==> src/rtl/grid_pr_slot_join.sv <==
// grid_pr_slot_join
// Input-staging and join stage for one reconfigurable-grid slot. Each of the
// NUM_INPUTS operand channels is one of the following:
// - a stream channel: a first-word-fall-through FIFO;
// - a constant channel: a single reloadable register;
// - disabled.
// The stage presents the joined operand set to the slot's operation unit (OU)
// with a valid/ack handshake.
//
// Ports
//   clk, rst       clock, asynchronous active-high reset
//   data_in        channel i operand at [i*DATA_WIDTH +: DATA_WIDTH]
//   data_valid_in  per-channel push request
//   data_ready_in  per-channel space available (registered state only)
//   input_mask     1 = channel participates in the join (quasi-static)
//   const_mode     1 = channel is a constant operand (quasi-static)
//   flush          synchronous clear of all channel state
//   ou_data        joined operand set; lanes that are not valid read 0
//   ou_valid       joined set available
//   ou_ack         OU consumes the joined set
//   fifo_level     per-channel occupancy, CW bits each
//   overflow_err   sticky: a push was dropped on a full enabled stream channel
module grid_pr_slot_join #(
  parameter int NUM_INPUTS = 2,
  parameter int DATA_WIDTH = 32,
  parameter int DEPTH      = 4,
  parameter int CW         = $clog2(DEPTH + 1)
) (
  input  logic                             clk,
  input  logic                             rst,
  input  logic [NUM_INPUTS*DATA_WIDTH-1:0] data_in,
  input  logic [NUM_INPUTS-1:0]            data_valid_in,
  output logic [NUM_INPUTS-1:0]            data_ready_in,
  input  logic [NUM_INPUTS-1:0]            input_mask,
  input  logic [NUM_INPUTS-1:0]            const_mode,
  input  logic                             flush,
  output logic [NUM_INPUTS*DATA_WIDTH-1:0] ou_data,
  output logic                             ou_valid,
  input  logic                             ou_ack,
  output logic [NUM_INPUTS*CW-1:0]         fifo_level,
  output logic                             overflow_err
);

  localparam int PW = $clog2(DEPTH);

  logic [NUM_INPUTS-1:0] w_stream;   // enabled stream channel
  logic [NUM_INPUTS-1:0] w_lane_ok;  // channel does not block the join
  logic [NUM_INPUTS-1:0] w_drop;     // push lost on a full stream channel
  logic                  w_pop;
  logic                  r_overflow;

  // Flush outranks the ack, so a flushed set is never also consumed.
  assign w_pop        = ou_valid & ou_ack & ~flush;
  assign ou_valid     = (|input_mask) & (&w_lane_ok);
  assign overflow_err = r_overflow;

  genvar gi;
  generate
    for (gi = 0; gi < NUM_INPUTS; gi++) begin : gen_ch
      logic [DATA_WIDTH-1:0] r_mem [DEPTH];
      logic [PW-1:0]         r_wr_ptr;
      logic [PW-1:0]         r_rd_ptr;
      logic [CW-1:0]         r_level;
      logic [DATA_WIDTH-1:0] r_const;
      logic                  r_const_loaded;
      logic [DATA_WIDTH-1:0] w_din;
      logic                  w_ready;
      logic                  w_push;
      logic                  w_do_pop;
      logic                  w_const_push;

      assign w_din        = data_in[gi*DATA_WIDTH +: DATA_WIDTH];
      assign w_stream[gi] = input_mask[gi] & ~const_mode[gi];
      // Only stream channels can ever be full; others always accept.
      assign w_ready      = w_stream[gi] ? (r_level < CW'(DEPTH)) : 1'b1;
      assign w_push       = w_stream[gi] & data_valid_in[gi] & w_ready & ~flush;
      assign w_do_pop     = w_stream[gi] & w_pop;
      assign w_const_push = input_mask[gi] & const_mode[gi] & data_valid_in[gi] & ~flush;
      assign w_drop[gi]   = w_stream[gi] & data_valid_in[gi] & ~w_ready;

      assign data_ready_in[gi] = w_ready;
      assign fifo_level[gi*CW +: CW] = const_mode[gi] ? '0 : r_level;

      assign w_lane_ok[gi] = ~input_mask[gi] |
                             (const_mode[gi] ? r_const_loaded : (r_level != '0));

      // Fall-through head read; lanes without valid content read 0.
      assign ou_data[gi*DATA_WIDTH +: DATA_WIDTH] =
        !input_mask[gi] ? '0 :
        const_mode[gi]  ? (r_const_loaded ? r_const : '0) :
                          ((r_level != '0) ? r_mem[r_rd_ptr] : '0);

      // Storage holds no control state, so it needs no reset.
      always_ff @(posedge clk) begin
        if (w_push) begin
          r_mem[r_wr_ptr] <= w_din;
        end
      end

      always_ff @(posedge clk or posedge rst) begin
        if (rst) begin
          r_wr_ptr       <= '0;
          r_rd_ptr       <= '0;
          r_level        <= '0;
          r_const        <= '0;
          r_const_loaded <= 1'b0;
        end else if (flush) begin
          r_wr_ptr       <= '0;
          r_rd_ptr       <= '0;
          r_level        <= '0;
          r_const_loaded <= 1'b0;
        end else begin
          // DEPTH is a power of two, so the pointers wrap naturally.
          if (w_push)   r_wr_ptr <= r_wr_ptr + PW'(1);
          if (w_do_pop) r_rd_ptr <= r_rd_ptr + PW'(1);
          case ({w_push, w_do_pop})
            2'b10:   r_level <= r_level + CW'(1);
            2'b01:   r_level <= r_level - CW'(1);
            default: r_level <= r_level;
          endcase
          if (w_const_push) begin
            r_const        <= w_din;
            r_const_loaded <= 1'b1;
          end
        end
      end
    end
  endgenerate

  always_ff @(posedge clk or posedge rst) begin
    if (rst) begin
      r_overflow <= 1'b0;
    end else if (flush) begin
      r_overflow <= 1'b0;
    end else if (|w_drop) begin
      r_overflow <= 1'b1;
    end
  end

endmodule

==> config.mk <==
export PLATFORM = sky130hd
export DESIGN_NAME = grid_pr_slot_join
export DESIGN_NICKNAME = d
export VERILOG_FILES = /design/src/rtl/grid_pr_slot_join.sv
export SDC_FILE = /design/constraint.sdc
export NUM_CORES = 1
export LEC_CHECK = 0
export ABC_AREA = 1
export CAP_MARGIN = 25
export CORE_MARGIN = 2
export CORE_UTILIZATION = 57
export CTS_CLUSTER_DIAMETER = 30
export CTS_CLUSTER_SIZE = 25
export DETAILED_ROUTE_END_ITERATION = 12
export GPL_TIMING_DRIVEN = 0
export PLACE_DENSITY = 0.8
export SLEW_MARGIN = 20
export SYNTH_ARGS = -nofsm -noshare
export SYNTH_HDL_FRONTEND = slang
export SYNTH_SLANG_ARGS = --single-unit
==> constraint.sdc <==
create_clock -name clk -period 2.85 [get_ports clk]
set_input_delay 0.57 -clock clk [delete_from_list [all_inputs] [get_ports clk]]
set_output_delay 0.57 -clock clk [all_outputs]
set_load 0.02 [all_outputs]
After elaboration in Yosys (flattened, before gate mapping)
Memories as Yosys holds them, arrays and structs flattened.
Index checks and enable logic that the tools add are counted.
{"block": "word_totals", "word_cells": 109, "output_inout_bits": 74, "ff_bits": 81, "ram_bits": 256, "input_bits": 74, "mem_count": 2}
{"block": "classes", "eq_ne": 4, "addsub": 8, "n_lt_le_gt_ge": 2, "reduce_logical": 16, "n_mux": 36, "n_bitwise": 30}
{"memory": "gen_ch[0].r_mem", "words": 4, "word_bits": 32, "rd": 1, "rd_clocked_by_memory_dff": 0, "write_ports": 1, "line": "60", "rtl": "logic [DATA_WIDTH-1:0] r_mem [DEPTH];"}
{"memory": "gen_ch[1].r_mem", "words": 4, "word_bits": 32, "rd": 1, "rd_clocked_by_memory_dff": 0, "write_ports": 1, "line": "60"}
{"operator": "$mux W32", "n": 8}
{"operator": "$and A1 B1 Y1", "n": 21}
{"operator": "$mux W2", "n": 8}
{"operator": "$mux W1", "n": 14}
{"operator": "$reduce_bool A2 Y1", "n": 7}
{"operator": "$mux W3", "n": 4}
{"operator": "$pmux W3 S2", "n": 2}
{"operator": "$reduce_bool A3 Y1", "n": 4}
{"operator": "$add A2 B1 Y2 const B", "n": 4}
{"operator": "$not A1 Y1", "n": 7}
{"operator": "$add A3 B1 Y3 const B", "n": 2}
{"operator": "$lt A3 B3 Y1 const B", "n": 2}
{"operator": "$reduce_and A2 Y1", "n": 3}
{"operator": "$sub A3 B1 Y3 const B", "n": 2}
{"operator": "$eq A2 B1 Y1 const B", "n": 2}
{"operator": "$eq A2 B2 Y1 const B", "n": 2}
{"operator": "$reduce_or A2 Y1", "n": 2}
{"operator": "$or A1 B1 Y1", "n": 2}

Depth between registers and ports, before layout
{"block": "logic_depth", "depth_word": 11, "ltp_mapped": 12, "mapped_depth_nobuf": 12}

Least setup slack after synthesis
No wires, ideal clock.
{"block": "synth_path", "path_kind": "input to register", "startpoint": "input input_mask[1]", "endpoint": "memory gen_ch[1].r_mem[0][0], enable pin", "stages": 4, "t_arrival_ns": 2.373, "slack_ns": 0.056, "path_buffers": 0, "setup_time_ns": 0.421, "path_cell_list": "inv_1 > nor2_2 > nand4_1 > nor2_1"}
{"block": "synth_via", "elab_chain_cells": 6, "elab_cells_between_ends": 7}
{"item": "start: declaration", "line": "34", "rtl": "input logic [NUM_INPUTS-1:0] input_mask,"}
{"item": "$and A1 B1 Y1 (*)", "line": "73", "rtl": "assign w_stream[gi] = input_mask[gi] & ~const_mode[gi];"}
{"item": "$and A1 B1 Y1 or $mux W1 (tied branches)", "line": "76, 75"}
{"item": "$and A1 B1 Y1 (*) (2 in a row)", "line": "76", "rtl": "assign w_push = w_stream[gi] & data_valid_in[gi] & w_ready & ~flush;"}
{"item": "$mux W1 (*)", "line": "95", "rtl": "if (w_push) begin"}
{"item": "$mux W1 (implied by the code) (*)", "line": "96", "rtl": "r_mem[r_wr_ptr] <= w_din;"}
{"item": "end: declaration", "line": "60"}
Mark *: on every way between the ends. The rest lies on a longest branch, timed or not.

Worst setup path in the final report
{"block": "layout_path", "startpoint": "register gen_ch[1].r_rd_ptr[0]", "endpoint": "output ou_data[39]"}
{"block": "layout_via", "elab_chain_cells": 4}
{"item": "start: declaration", "line": "62", "rtl": "logic [PW-1:0] r_rd_ptr;"}
{"item": "start signal: assignment", "line": "115", "rtl": "if (w_do_pop) r_rd_ptr <= r_rd_ptr + PW'(1);"}
{"item": "$mem_v2 Z4 W32"}
{"item": "$mux W32", "line": "91", "rtl": "((r_level != '0) ? r_mem[r_rd_ptr] : '0);"}
{"item": "$mux W32", "line": "90", "rtl": "const_mode[gi] ? (r_const_loaded ? r_const : '0) :"}
{"item": "$mux W32", "line": "89", "rtl": "!input_mask[gi] ? '0 :"}
{"item": "end: declaration", "line": "37", "rtl": "output logic [NUM_INPUTS*DATA_WIDTH-1:0] ou_data,"}
Every way passes these cells.

==> flow_summary_export.csv <==
group,metric,value,unit
run_status,outcome,"finished, final reports clean",
die,ios,148,
clocking,cts-root-buf,"clkbuf_16",
global_routing,gr-total-overflow,0,
worst_setup_path,crit_cells,9,
detailed_routing,wl_met3,3.01,mm
yosys,syn_avg_cell_area,11.8,um^2
worst_setup_path,timing.critical_path.buf_inv,5,
timing,rsz0062_at_grt,"true",
die,rows,57,
final_layout,nFillCells,1505,
die,start_util,0.576,
timing,max_freq,355,MHz
yosys,synth_top_cell_by_area,"edfxtp_1",
detailed_routing,ant_nets,0,
global_routing,grt_pass1_wl,56.0,mm
worst_setup_path,r2r_cells,9,
timing,hold_viol,0,
final_layout,utilization,0.742,
yosys,netlist_area,13900,um^2
yosys,synth_area_leaders,"edfxtp_1, dfrtp_1, o21ai_0",
detailed_routing,drc,0,
clocking,cts_tree,"done",
yosys,synth_warnings,0,
die,die_w,160,um
yosys,synthCells,1180,
placed_design,port-buffer-count,147,
final_layout,area_growth,28.8,%
detailed_routing,wl_per_cell,20.4,um
die,dieArea,25700,um^2
detailed_routing,routed.top_layer,"met4",
timing,drv_slew,0,
final_layout,drive_gt1_frac,0.198,
timing,post-route-period-util,0.987,
clocking,clk_latency,0.57,ns
timing,clock-skew-final,0.0183,ns
timing,fin_ws,0.0362,ns
power,power_density,751,nW/um^2
yosys,synth_edf_count,256,
die,die_h,160,um
detailed_routing,drt-initial-drc-count,1088,
worst_setup_path,arrival,2.24,ns
global_routing,grt_use_total,0.281,
detailed_routing,wl,36.1,mm
yosys,yosys.area.top_type_share,0.552,
yosys,yosys_most_used_dff,"edfxtp_1",
detailed_routing,vias_per_cell,5.85,
global_routing,grt_pass1_vias,10600,
worst_setup_path,crit_path_start_kind,"register",
timing,period_minus_slack,2.81,ns
placed_design,place_ws,-0.831,ns
detailed_routing,wl_met2,17.6,mm
final_layout,final_nets,1480,
worst_setup_path,slowest_delay,0.43,ns
yosys,ys_ff_latch,337,
worst_setup_path,required,2.28,ns
clocking,numCtsBuffers,57,
timing,max_slew_margin,0.549,
detailed_routing,drt-pass1-iter-count,6,
worst_setup_path,worstPathCellList,"buf_6 -> inv_2 -> buf_12 -> buf_8 -> o21ai_0 -> o22ai_1 -> nand3_1 -> o21ai_1 -> buf_2",
clocking,clkSinkCount,337,
global_routing,antenna_found_initial,1,
yosys,yosysMostFrequentCell,"edfxtp_1",
worst_setup_path,crit_type,"register to primary output",
timing,tns,0,ns
min_path,min_path_type,"primary input to asynchronous set/reset pin",
yosys,syn_nets,1264,
clocking,cts-htree-levels,2,
clocking,clkTransAtPathRegs,0.05,ns
yosys,synth_common_cells,"edfxtp_1, nor2_1, o21ai_0, nand3_1, dfrtp_1",
detailed_routing,route.vias.total,10300,
power,power_leakage,7.10,nW
clocking,clock_path_buffers,3,
worst_setup_path,cp_max_fo,10,
worst_setup_path,critPathTopFamily,"buffers and inverters",
run,maxCapViolations,0,
die,core,24200,um^2
power,ir_drop,479,uV
worst_setup_path,cp_slowest_cell,"dfrtp_1",
placed_design,hpwlAfterDp,22.1,mm
yosys,ys_seq_area_frac,0.698,
clocking,cts_hold_buf,0,
timing,tightest_slew,0.677,ns
detailed_routing,wl_met1,14.4,mm
yosys,ys_async_sr_fraction,0.240,
timing,setup_viol,0,
placed_design,place.gp.congestion,0.821,
worst_setup_path,end_kind,"primary output",
global_routing,grt_max_degree,61,
yosys,synth.distinct_cells,29,
==> cells by family (layout without fill, tap and decap cells) <==
| family | Yosys count | count (layout) | synth area share |
|---|---|---|---|
| multiplexers | 26 | 26 | 0.0210 |
| AND/OR/NAND/NOR | 362 | 362 | 0.116 |
| other | 0 | 1 | 0 |
| adder cells (fa/ha/maj) | 10 | 10 | 0.0101 |
| buffers and inverters | 157 | 420 | 0.0463 |
| flip-flops | 337 | 337 | 0.698 |
| AO/OA/AOI/OAI | 288 | 288 | 0.109 |
==> state kept, by name (all words and copies together), names as in the netlist <==
register,flops
gen_ch.r_const,64
gen_ch.r_const_loaded,2
gen_ch.r_level,6
gen_ch.r_mem,256
gen_ch.r_rd_ptr,4
gen_ch.r_wr_ptr,4
overflow_err,1
==> repair_timing <==
action / 4_1_cts / 5_1_grt
pin swaps: 3 / 4
gates resized for setup: 284 / 98
buffers inserted: 0 / 1
endpoints found under the setup margin: 66 / 60
==> routing by layer <==
metal	vias to the layer above	GRT usage
li1	4656	-
met3	90	0.0439
met2	551	0.459
met5	-	0
met1	5052	0.383
met4	0	0.118
==> placed cells by master (no fill, tap or decap), drive strengths merged, types with 8 or more instances in the layout <==
master,instances
edfxtp,256
nor2,185
o21ai,183
clkbuf,124
nand3,105
buf,93
inv,86
dfrtp,81
clkdlybuf4s50,79
o22ai,65
nand2,65
a21oi,40
mux2,26
clkinv,20
ha,8
==> stage by stage <==
| stage | instances | hold WS, ns | cell area (um^2) | total power [mW] |
|---|---|---|---|---|
| floorplan | 1180 | 0.465 | 13900 | 6.38 |
| global placement | 1651 | 0.474 | 15800 | 6.89 |
| detailed placement | 1660 | 0.482 | 16100 | 6.95 |
| CTS | 1766 | 0.348 | 18100 | 13.5 |
| global route | 1768 | 0.377 | 17900 | 13.8 |
| finish | 1768 | 0.346 | 17900 | 13.5 |
==> final timing paths <==
check	slack (ns)	from	endpoint
setup / recovery	0.04	gen_ch[1].r_rd_ptr[0]	ou_data[39]
hold / removal	0.35	rst	gen_ch[1].r_level[2]
setup reg to reg	0.48	gen_ch[1].r_level[2]	gen_ch[1].r_level[2]
hold reg to reg	0.49	gen_ch[0].r_const[11]	gen_ch[0].r_const[11]
max in group asynchronous	1.88	rst	gen_ch[0].r_const[22]
min in group clk	0.49	gen_ch[0].r_const[11]	gen_ch[0].r_const[11]
==> where the power goes <==
part / switching, mW / leakage, nW / total [mW] / internal, mW
clock: 2.33 / 0.910 / 6.59 / 4.26
combinational: 0.798 / 2.94 / 1.24 / 0.441
sequential: 0.102 / 3.25 / 5.64 / 5.53
total: 3.23 / 7.10 / 13.5 / 10.2
==> cell type report <==
cell class | count | area [um^2] | share of cell area
flip-flops and latches | 337 | 9710 | 0.541
inverters | 82 | 315 | 0.0176
diodes | 1 | 2.50 | 0.000139
multi-input cells | 686 | 3660 | 0.204
well taps | 324 | 405 | 0.0226
clock buffers | 70 | 1530 | 0.0851
repair buffers | 157 | 1420 | 0.0790
plain buffers | 75 | 538 | 0.0300
clock inverters | 36 | 363 | 0.0202
Note: power is estimated with default switching activity, not from simulation.
